[src/rtl/dmem_port_arbiter.sv]
// Arbitrates the single Dmem port between the core load/store path and a debug master.
// Optional build macro DMEM_ARB_ROUND_ROBIN_EN selects round-robin tie-breaking instead of starvation-protected priority.
module dmem_port_arbiter #(
    parameter int AW           = 32,
    parameter int DW           = 32,
    parameter int STARVE_LIMIT = 4
) (
    input  logic          clk,
    input  logic          rst,
    input  logic          core_req,
    input  logic          core_we,
    input  logic [AW-1:0] core_addr,
    input  logic [DW-1:0] core_wdata,
    input  logic [2:0]    core_func3,
    output logic          core_gnt,
    output logic          core_stall,
    output logic          core_rvalid,
    output logic [DW-1:0] core_rdata,
    input  logic          dbg_req,
    input  logic          dbg_we,
    input  logic [AW-1:0] dbg_addr,
    input  logic [DW-1:0] dbg_wdata,
    input  logic [2:0]    dbg_func3,
    output logic          dbg_gnt,
    output logic          dbg_rvalid,
    output logic [DW-1:0] dbg_rdata,
    output logic          mem_we,
    output logic [AW-1:0] mem_a,
    output logic [DW-1:0] mem_wd,
    output logic [2:0]    mem_func3,
    input  logic [DW-1:0] mem_rd,
    output logic [1:0]    arb_owner
);

    typedef enum logic [1:0] {
        OWN_NONE = 2'd0,
        OWN_CORE = 2'd1,
        OWN_DBG  = 2'd2
    } owner_e;

    // Handshake: a requester holds req and payload until it samples gnt=1 at a rising edge;
    // gnt high in a cycle means the access is performed in that same cycle.

    owner_e        owner_q, owner_d;
    logic          core_rvalid_q, core_rvalid_d;
    logic          dbg_rvalid_q, dbg_rvalid_d;
    logic [DW-1:0] core_rdata_q, core_rdata_d;
    logic [DW-1:0] dbg_rdata_q, dbg_rdata_d;
    logic          core_gnt_c, dbg_gnt_c;

`ifdef DMEM_ARB_ROUND_ROBIN_EN
    logic last_dbg_q, last_dbg_d;
`else
    localparam logic [3:0] STARVE_MAX = 4'(STARVE_LIMIT);
    logic [3:0] starve_cnt_q, starve_cnt_d;
`endif

    // Grants are forced low during reset so nothing reaches memory or the read pipe.
    always_comb begin
        core_gnt_c = 1'b0;
        dbg_gnt_c  = 1'b0;
        if (!rst) begin
            if (core_req && dbg_req) begin
`ifdef DMEM_ARB_ROUND_ROBIN_EN
                if (last_dbg_q) core_gnt_c = 1'b1;
                else            dbg_gnt_c  = 1'b1;
`else
                if (starve_cnt_q == STARVE_MAX) dbg_gnt_c  = 1'b1;
                else                            core_gnt_c = 1'b1;
`endif
            end else begin
                core_gnt_c = core_req;
                dbg_gnt_c  = dbg_req;
            end
        end
    end

    always_comb begin
        owner_d       = OWN_NONE;
        core_rvalid_d = core_gnt_c & ~core_we;
        dbg_rvalid_d  = dbg_gnt_c & ~dbg_we;
        core_rdata_d  = core_rdata_q;
        dbg_rdata_d   = dbg_rdata_q;
        if (core_gnt_c) owner_d = OWN_CORE;
        if (dbg_gnt_c)  owner_d = OWN_DBG;
        if (core_rvalid_d) core_rdata_d = mem_rd;
        if (dbg_rvalid_d)  dbg_rdata_d  = mem_rd;
`ifdef DMEM_ARB_ROUND_ROBIN_EN
        last_dbg_d = last_dbg_q;
        if (core_gnt_c) last_dbg_d = 1'b0;
        if (dbg_gnt_c)  last_dbg_d = 1'b1;
`else
        starve_cnt_d = 4'd0;
        if (dbg_req && !dbg_gnt_c) begin
            starve_cnt_d = (starve_cnt_q == STARVE_MAX) ? STARVE_MAX : starve_cnt_q + 4'd1;
        end
`endif
    end

    always_ff @(posedge clk) begin
        if (rst) begin
            owner_q       <= OWN_NONE;
            core_rvalid_q <= 1'b0;
            dbg_rvalid_q  <= 1'b0;
            core_rdata_q  <= '0;
            dbg_rdata_q   <= '0;
`ifdef DMEM_ARB_ROUND_ROBIN_EN
            last_dbg_q    <= 1'b1;
`else
            starve_cnt_q  <= 4'd0;
`endif
        end else begin
            owner_q       <= owner_d;
            core_rvalid_q <= core_rvalid_d;
            dbg_rvalid_q  <= dbg_rvalid_d;
            core_rdata_q  <= core_rdata_d;
            dbg_rdata_q   <= dbg_rdata_d;
`ifdef DMEM_ARB_ROUND_ROBIN_EN
            last_dbg_q    <= last_dbg_d;
`else
            starve_cnt_q  <= starve_cnt_d;
`endif
        end
    end

    // Address/data default to the core path when idle; only the write enable is gated.
    always_comb begin
        mem_a     = core_addr;
        mem_wd    = core_wdata;
        mem_func3 = core_func3;
        mem_we    = core_gnt_c & core_we;
        if (dbg_gnt_c) begin
            mem_a     = dbg_addr;
            mem_wd    = dbg_wdata;
            mem_func3 = dbg_func3;
            mem_we    = dbg_we;
        end
    end

    assign core_gnt    = core_gnt_c;
    assign dbg_gnt     = dbg_gnt_c;
    assign core_stall  = core_req & ~core_gnt_c;
    assign core_rvalid = core_rvalid_q;
    assign core_rdata  = core_rdata_q;
    assign dbg_rvalid  = dbg_rvalid_q;
    assign dbg_rdata   = dbg_rdata_q;
    assign arb_owner   = owner_q;

endmodule

[config.mk]
export PLATFORM = sky130hd
export DESIGN_NAME = dmem_port_arbiter
export DESIGN_NICKNAME = d
export VERILOG_FILES = /design/src/rtl/dmem_port_arbiter.sv
export SDC_FILE = /design/constraint.sdc
export NUM_CORES = 1
export LEC_CHECK = 0
export ABC_AREA = 1
export BUFFER_PORTS_ARGS = -buffer_cell sky130_fd_sc_hd__buf_2
export CORE_AREA = 3 3 120 122
export CTS_BUF_LIST = sky130_fd_sc_hd__clkbuf_4 sky130_fd_sc_hd__clkbuf_8
export CTS_CLUSTER_SIZE = 24
export DETAILED_ROUTE_END_ITERATION = 16
export DIE_AREA = 0 0 123 125
export MAX_ROUTING_LAYER = met4
export PLACE_DENSITY = 0.65
export SLEW_MARGIN = 20
export SYNTH_ARGS = -nofsm -noshare
export SYNTH_HDL_FRONTEND = slang
export SYNTH_SLANG_ARGS = --single-unit
export TNS_END_PERCENT = 1
[constraint.sdc]
create_clock -name clk -period 3.3 [get_ports clk]
set_input_delay 0.495 -clock clk [delete_from_list [all_inputs] [get_ports clk]]
set_output_delay 0.495 -clock clk [all_outputs]
set_load 0.03 [all_outputs]
==> flow_summary.ini, run 1 <==
[run_status]
run_status = complete, no violations

[sta]
setup_viol = 0
finClkSkew_ns = 0.00879
tightest_slew_ns = 0.752
final.min_clock_period_ns = 2.55
fmax_mhz = 392
finalCritPeriodShare_pct = 77.3
grt_setup_unrepaired = no
fin_tns_setup_ns = 0
hold_viol = 0
slew_headroom_pct = 49.8
drv_slew = 0

[cells_and_area]
area_delta_synth_final_pct = 44.0
final_layout_size_suffix_gt1_share_pct = 32.4
final_cell_area_mm2 = 0.00624
nets = 1236
antenna_cells = 0

[power]
p_int_mw = 1.67
swShare_pct = 34.5
combPwrFrac_pct = 30.1
seqPwrFrac_pct = 36.4
switching_power_mw = 0.882
leakage_nw = 3.99
total_power_mw = 2.56
ir_worst_vdd_v = 0.000181
clock_power_share_pct = 33.5
cellPowerDensity_mw_per_mm2 = 409

[clock_network]
cts_resized = 0
cts_made_buffers = 9
cts_max_level = 3
path_clk_slew_ns = 0.07
cts-root-buf = clkbuf_8
postCtsSetupRepairBufs = 0
holdBufCountCts = 0
clk_path_buf_depth = 2
cts.sinks = 72
tritoncts = built
insertion_delay_ns = 0.34

[logic_synthesis]
synth_commonest_cells = nand2_1 (332), inv_1 (174), dfxtp_1 (72)
synth_edf_count = 0
ys_types = 21
synth_flop_cell = dfxtp_1
syn_area_mm2 = 0.00434
async_reset_ff_share_pct = 0
yosys_register_bits = 72
synth_area_leaders = dfxtp_1 (33%), nand2_1 (29%), inv_1 (15%), nand4_1 (9.4%), nor2_1 (6.0%)
syn_inst = 773
synth_seq_area_share_pct = 33.2
avgSynthCellArea_um2 = 5.61
synth_nets = 947
synth.largest_area_cell = dfxtp_1
yosysMostFrequentCell = nand2_1
yosysWarnings = 0
synth_top_area_share_pct = 33.2

[grt]
grt_pass1_vias = 4905
grt_pass1_wl_mm = 26.7
grt_overflow = 0
grt_use_total_pct = 22.9
grt_start_max_net_pins = 69
antenna_found_initial = 0

[placement]
place.port_buffers = 310
placed_area_mm2 = 0.00600
place_congestion = 0.882
dp_hpwl_mm = 13.9

[critical_path]
critPathMaxFanout = 68
crit_chain = inv_1, ha_1, nand3_1, nand2_2, nand2_2, buf_12, nand2_1, nand2_1, buf_2
critPathRequiredTime_ns = 2.80
slowest_stage = dfxtp_1
end_kind = output pin
slowest_delay_ns = 0.38
cp.arrival_ns = 2.06
startpoint = starve_cnt_q[0]$_SDFF_PP0_
rr_startpoint = starve_cnt_q[0]$_SDFF_PP0_
worstSetupPathType = flop to output pin
start_kind = flop

[hold_path]
hp-class = flop to flop
worstHoldStart = starve_cnt_q[0]$_SDFF_PP0_

[job]
maxCapViolations = 0

[floorplanning]
dieArea_mm2 = 0.0154
ios = 311
dieWidth_um = 123
core_area_mm2 = 0.0133
die_y_um = 125
start_util_pct = 32.6
rows = 42

[detailed_routing]
viasPerCell = 4.35
drt.antenna.violating_nets = 0
vias = 5407
drt-initial-drc-count = 508
drc = 0
routed_wl_mm = 17.6
dr.pass1.iters = 5
avgRoutedWirePerCell_um = 14.2
kinds of logic after synthesis:
kind of cell	share of synthesized area, %
AOI/OAI and AO/OA	0.115
buffers and inverters	20.2
DFF	33.2
adders and majority gates	0.577
and+or+nand+nor	45.5
xor gates and xnor gates	0.404
placed cells by master, fill, tap and decap left out, types with 2 or more instances in the layout:
cell       count
clkbuf_8      10
buf_2        310
nand3_1        4
inv_1        173
nor2_1        69
nand2_1      332
bufinv_16      3
inv_2          2
nand4_1       65
buf_4         12
nand2_2        2
dfxtp_1       72
ha_1           2
state kept, by name, indices dropped and copies added (netlist names):
| name | flops |
|---|---|
| arb_owner | 2 |
| starve_cnt_q | 4 |
| dbg_rdata | 32 |
| core_rdata | 32 |
| dbg_rvalid | 1 |
| core_rvalid | 1 |
final timing paths:
check	end	slack (ns)	cells past startpoint
min reg2reg	starve_cnt_q[0]$_SDFF_PP0_	0.47	1
min	starve_cnt_q[0]$_SDFF_PP0_	0.47	1
max	mem_a[2]	0.75	9
max reg2reg	dbg_rdata[16]$_SDFFE_PP0P_	1.07	9
stage by stage:
stage | std cells | hold WS, ns | utilization, % | setup WS, ns
2_1_floorplan | 773 | 0.430 | - | 1.24
3_3_place_gp | 1227 | 0.448 | 45.2 | 1.01
3_5_place_dp | 1227 | 0.464 | 45.2 | 1.02
4_1_cts | 1242 | 0.467 | 47.0 | 0.660
5_1_grt | 1242 | 0.489 | 47.0 | 0.567
6_report | 1242 | 0.470 | 47.0 | 0.750
layer usage:
metal	part of all wire, %	global-route usage [%]	routed length [µm]	vias up
met5	0	-	0	-
met1	42	29.3	7470	2337
met3	7.3	4.74	1290	20
met2	48	36.9	8530	218
li1	-	-	-	2832
met4	1.9	5.80	330	0
worst max-delay path: cells and delay by family, from the launching register on:
family / cells / cell delay, ns
flops: 1 / 0.38
simple gates: 5 / 0.56
buf+inv: 3 / 0.52
fa+ha+maj: 1 / 0.20
area by class of cell:
| type | count | area (µm²) |
|---|---|---|
| multi-input combinational | 480 | 2020 |
| clock inverter | 5 | 104 |
| timing repair buffer | 323 | 1660 |
| sequential | 72 | 1440 |
| inverter | 176 | 661 |
| tap | 176 | 220 |
| fill | 1517 | 7050 |
| clock buffer | 10 | 138 |
power groups by stage:
stage	clock network, mW	registers, mW	logic (mW)
3_5_place_dp	0	0.951	0.773
2_1_floorplan	0	1.03	0.398
3_3_place_gp	0	0.951	0.773
5_1_grt	0.912	0.936	0.843
4_1_cts	0.875	0.931	0.776
6_report	0.856	0.931	0.770
(Power assumes the default switching activity.)
==> run 2: changes to the inputs <==
ABC_AREA = 0   (was 1)
CORE_AREA = 3 3 119 121   (was 3 3 120 122)
DIE_AREA = 0 0 122 124   (was 0 0 123 125)
PLACE_DENSITY = unset   (was 0.65)
clock period = 2.3 ns   (was 3.3 ns; I/O delays follow)
==> flow_summary.ini, run 2 <==
[run_status]
run_status = finished with violations
failed_checks = negative setup slack

[grt]
grt_pass1_wl_mm = 25.8
antenna_found_initial = 3
grt_pass1_vias = 4183
grt_overflow = 0
grt_start_max_net_pins = 37
grt_use_total_pct = 23.9

[power]
p_int_mw = 2.22
leakage_nw = 3.48
clock_power_share_pct = 27.4
ir_worst_vdd_v = 0.000274
seqPwrFrac_pct = 39.3
cellPowerDensity_mw_per_mm2 = 515
combPwrFrac_pct = 33.4
swShare_pct = 34.2
switching_power_mw = 1.15

[cells_and_area]
fillCellCount = 1242
area_delta_synth_final_pct = 74.5
nets = 848
final_common_cell = buf_2
layout_common_cells = buf_2 (243), mux2_4 (92), buf_6 (71), dfxtp_1 (70)
final_layout_size_suffix_gt1_share_pct = 67.3

[placement]
place.port_buffers = 310
pre_cts_slack_ns = -0.0490
place_congestion = 0.869
dp_hpwl_mm = 14.4

[critical_path]
slowest_stage = mux2_2
crit_chain = inv_2, ha_4, nand3b_1, a21boi_4, buf_6, buf_6, buf_16, mux2_2, buf_6
start_kind = flop
rr_worst_depth = 7
slowest_delay_ns = 0.34
end_kind = output pin
crit_top_cell = buf_6
worstSetupPathType = flop to output pin
critPathMaxFanout = 6
critPathRequiredTime_ns = 1.96
cp.arrival_ns = 2.14

[floorplanning]
die_y_um = 124
core_area_mm2 = 0.0132
start_util_pct = 28.4
dieWidth_um = 122
rows = 42
dieArea_mm2 = 0.0151
ios = 311

[clock_network]
tritoncts = built
cts-root-buf = clkbuf_8
clk_path_buf_depth = 2
cts.sinks = 72
insertion_delay_ns = 0.35
cts_max_level = 3
path_clk_slew_ns = 0.08
cts_made_buffers = 9
holdBufCountCts = 0

[sta]
hold_viol = 0
slew_headroom_pct = 55.1
tightest_slew_ns = 0.673
fin_ws_ns = -0.188
finalCritPeriodShare_pct = 108
final.min_clock_period_ns = 2.49
drv_slew = 0
whs_ns = 0.221
finClkSkew_ns = 0.0100
grt_setup_unrepaired = yes
setup_viol = 67
fmax_mhz = 402

[detailed_routing]
avgRoutedWirePerCell_um = 22.6
drt.antenna.violating_nets = 0
dr.pass1.iters = 4
vias = 4169
drc = 0
drt-initial-drc-count = 233
routed_wl_mm = 19.4
viasPerCell = 4.86

[hold_path]
holdPathStages = 3
hp-class = input pin to flop

[logic_synthesis]
synth_flop_cell = dfxtp_1
synth.largest_area_cell = dfxtp_1
syn_inst = 362
yosys_register_bits = 72
synth_edf_count = 0
synth_nets = 536
avgSynthCellArea_um2 = 10.4
yosysWarnings = 0
synth_seq_area_share_pct = 38.4
synth_commonest_cells = dfxtp_1 (72), mux2_2 (70), nand3_1 (34), nor2b_1 (34)
ys_types = 27
async_reset_ff_share_pct = 0
syn_area_mm2 = 0.00375
synth_area_leaders = dfxtp_1 (38%), mux2_2 (21%), mux2_4 (12%), o211ai_1 (6.4%), nor2b_1 (5.7%)
synth_top_area_share_pct = 38.4
yosysMostFrequentCell = dfxtp_1

[job]
maxCapViolations = 0
==> run 2: final cells by class <==
class,instances,area [µm²],share of cell area (%)
Multi-Input combinational cell,251,2380,36.4
Timing Repair Buffer,334,2290,35.0
Sequential cell,72,1440,22.1
Tap cell,176,220,3.36
Clock buffer,10,131,2.01
Clock inverter,6,45.0,0.688
Inverter,6,22.5,0.344
Antenna cell,3,7.51,0.115
==> run 2: what timing repair did <==
action                                 4_1_cts  5_1_grt
setup buffers                                7        1
resized for setup                          200       14
setup endpoints to repair                   67       67
gates cloned                                 4        1
endpoints found under the hold margin        0        0
pin swaps                                    1        2
==> run 2: routing by layer <==
layer | track usage [%] | wire length, µm
met4 | 10.4 | 693
met1 | 29.7 | 7990
met3 | 6.58 | 1520
met5 | - | 0
met2 | 36.6 | 9210
==> run 2: per-stage QoR <==
step	cells	TNS (ns)	util (%)	cell area [µm²]	total power [mW]
4_1_cts	854	-6.33	49.1	6480	3.38
5_1_grt	858	-12.68	49.6	6550	3.50
2_1_floorplan	362	0	-	3750	1.87
6_report	858	-7.54	49.6	6550	3.37
3_3_place_gp	827	-0.0196	41.6	5490	2.24
3_5_place_dp	827	-0.245	41.6	5490	2.25
==> run 2: path summary, 6_finish.rpt <==
path	start	end	slack, ns
setup / recovery	starve_cnt_q[1]$_SDFF_PP0_	mem_wd[1]	-0.19
hold / removal	mem_rd[22]	core_rdata[22]$_SDFFE_PP0P_	0.22
setup reg to reg	starve_cnt_q[1]$_SDFF_PP0_	dbg_rdata[5]$_SDFFE_PP0P_	0.28
hold reg to reg	core_rdata[12]$_SDFFE_PP0P_	core_rdata[12]$_SDFFE_PP0P_	0.49
==> run 2: critical path: cells and delay by family, from the launching register on <==
kind / cells / cell delay [ns]
buffers and inverters: 5 / 0.60
multiplexers: 1 / 0.34
flip-flops: 1 / 0.33
AO/OA/AOI/OAI: 1 / 0.24
AND/OR/NAND/NOR: 1 / 0.15
adder cells (fa/ha/maj): 1 / 0.13
==> run 2: cell families (layout without fill, tap and decap cells) <==
logic type | after synthesis | count (layout) | share of synthesized area (%)
mux | 99 | 99 | 32.6
compound gates | 36 | 36 | 7.44
other cells | 0 | 3 | 0
flops | 72 | 72 | 38.4
xor+xnor | 2 | 2 | 0.467
fa+ha+maj | 2 | 2 | 0.667
buf+inv | 39 | 356 | 5.04
simple gates | 112 | 112 | 15.3
==> run 2: power by group through the flow <==
stage	Combinational [mW]	Clock (mW)	Sequential (mW)
2_1_floorplan	0.417	0	1.45
3_3_place_gp	0.894	0	1.35
3_5_place_dp	0.900	0	1.35
4_1_cts	1.11	0.953	1.32
5_1_grt	1.17	1.00	1.33
6_report	1.13	0.922	1.32
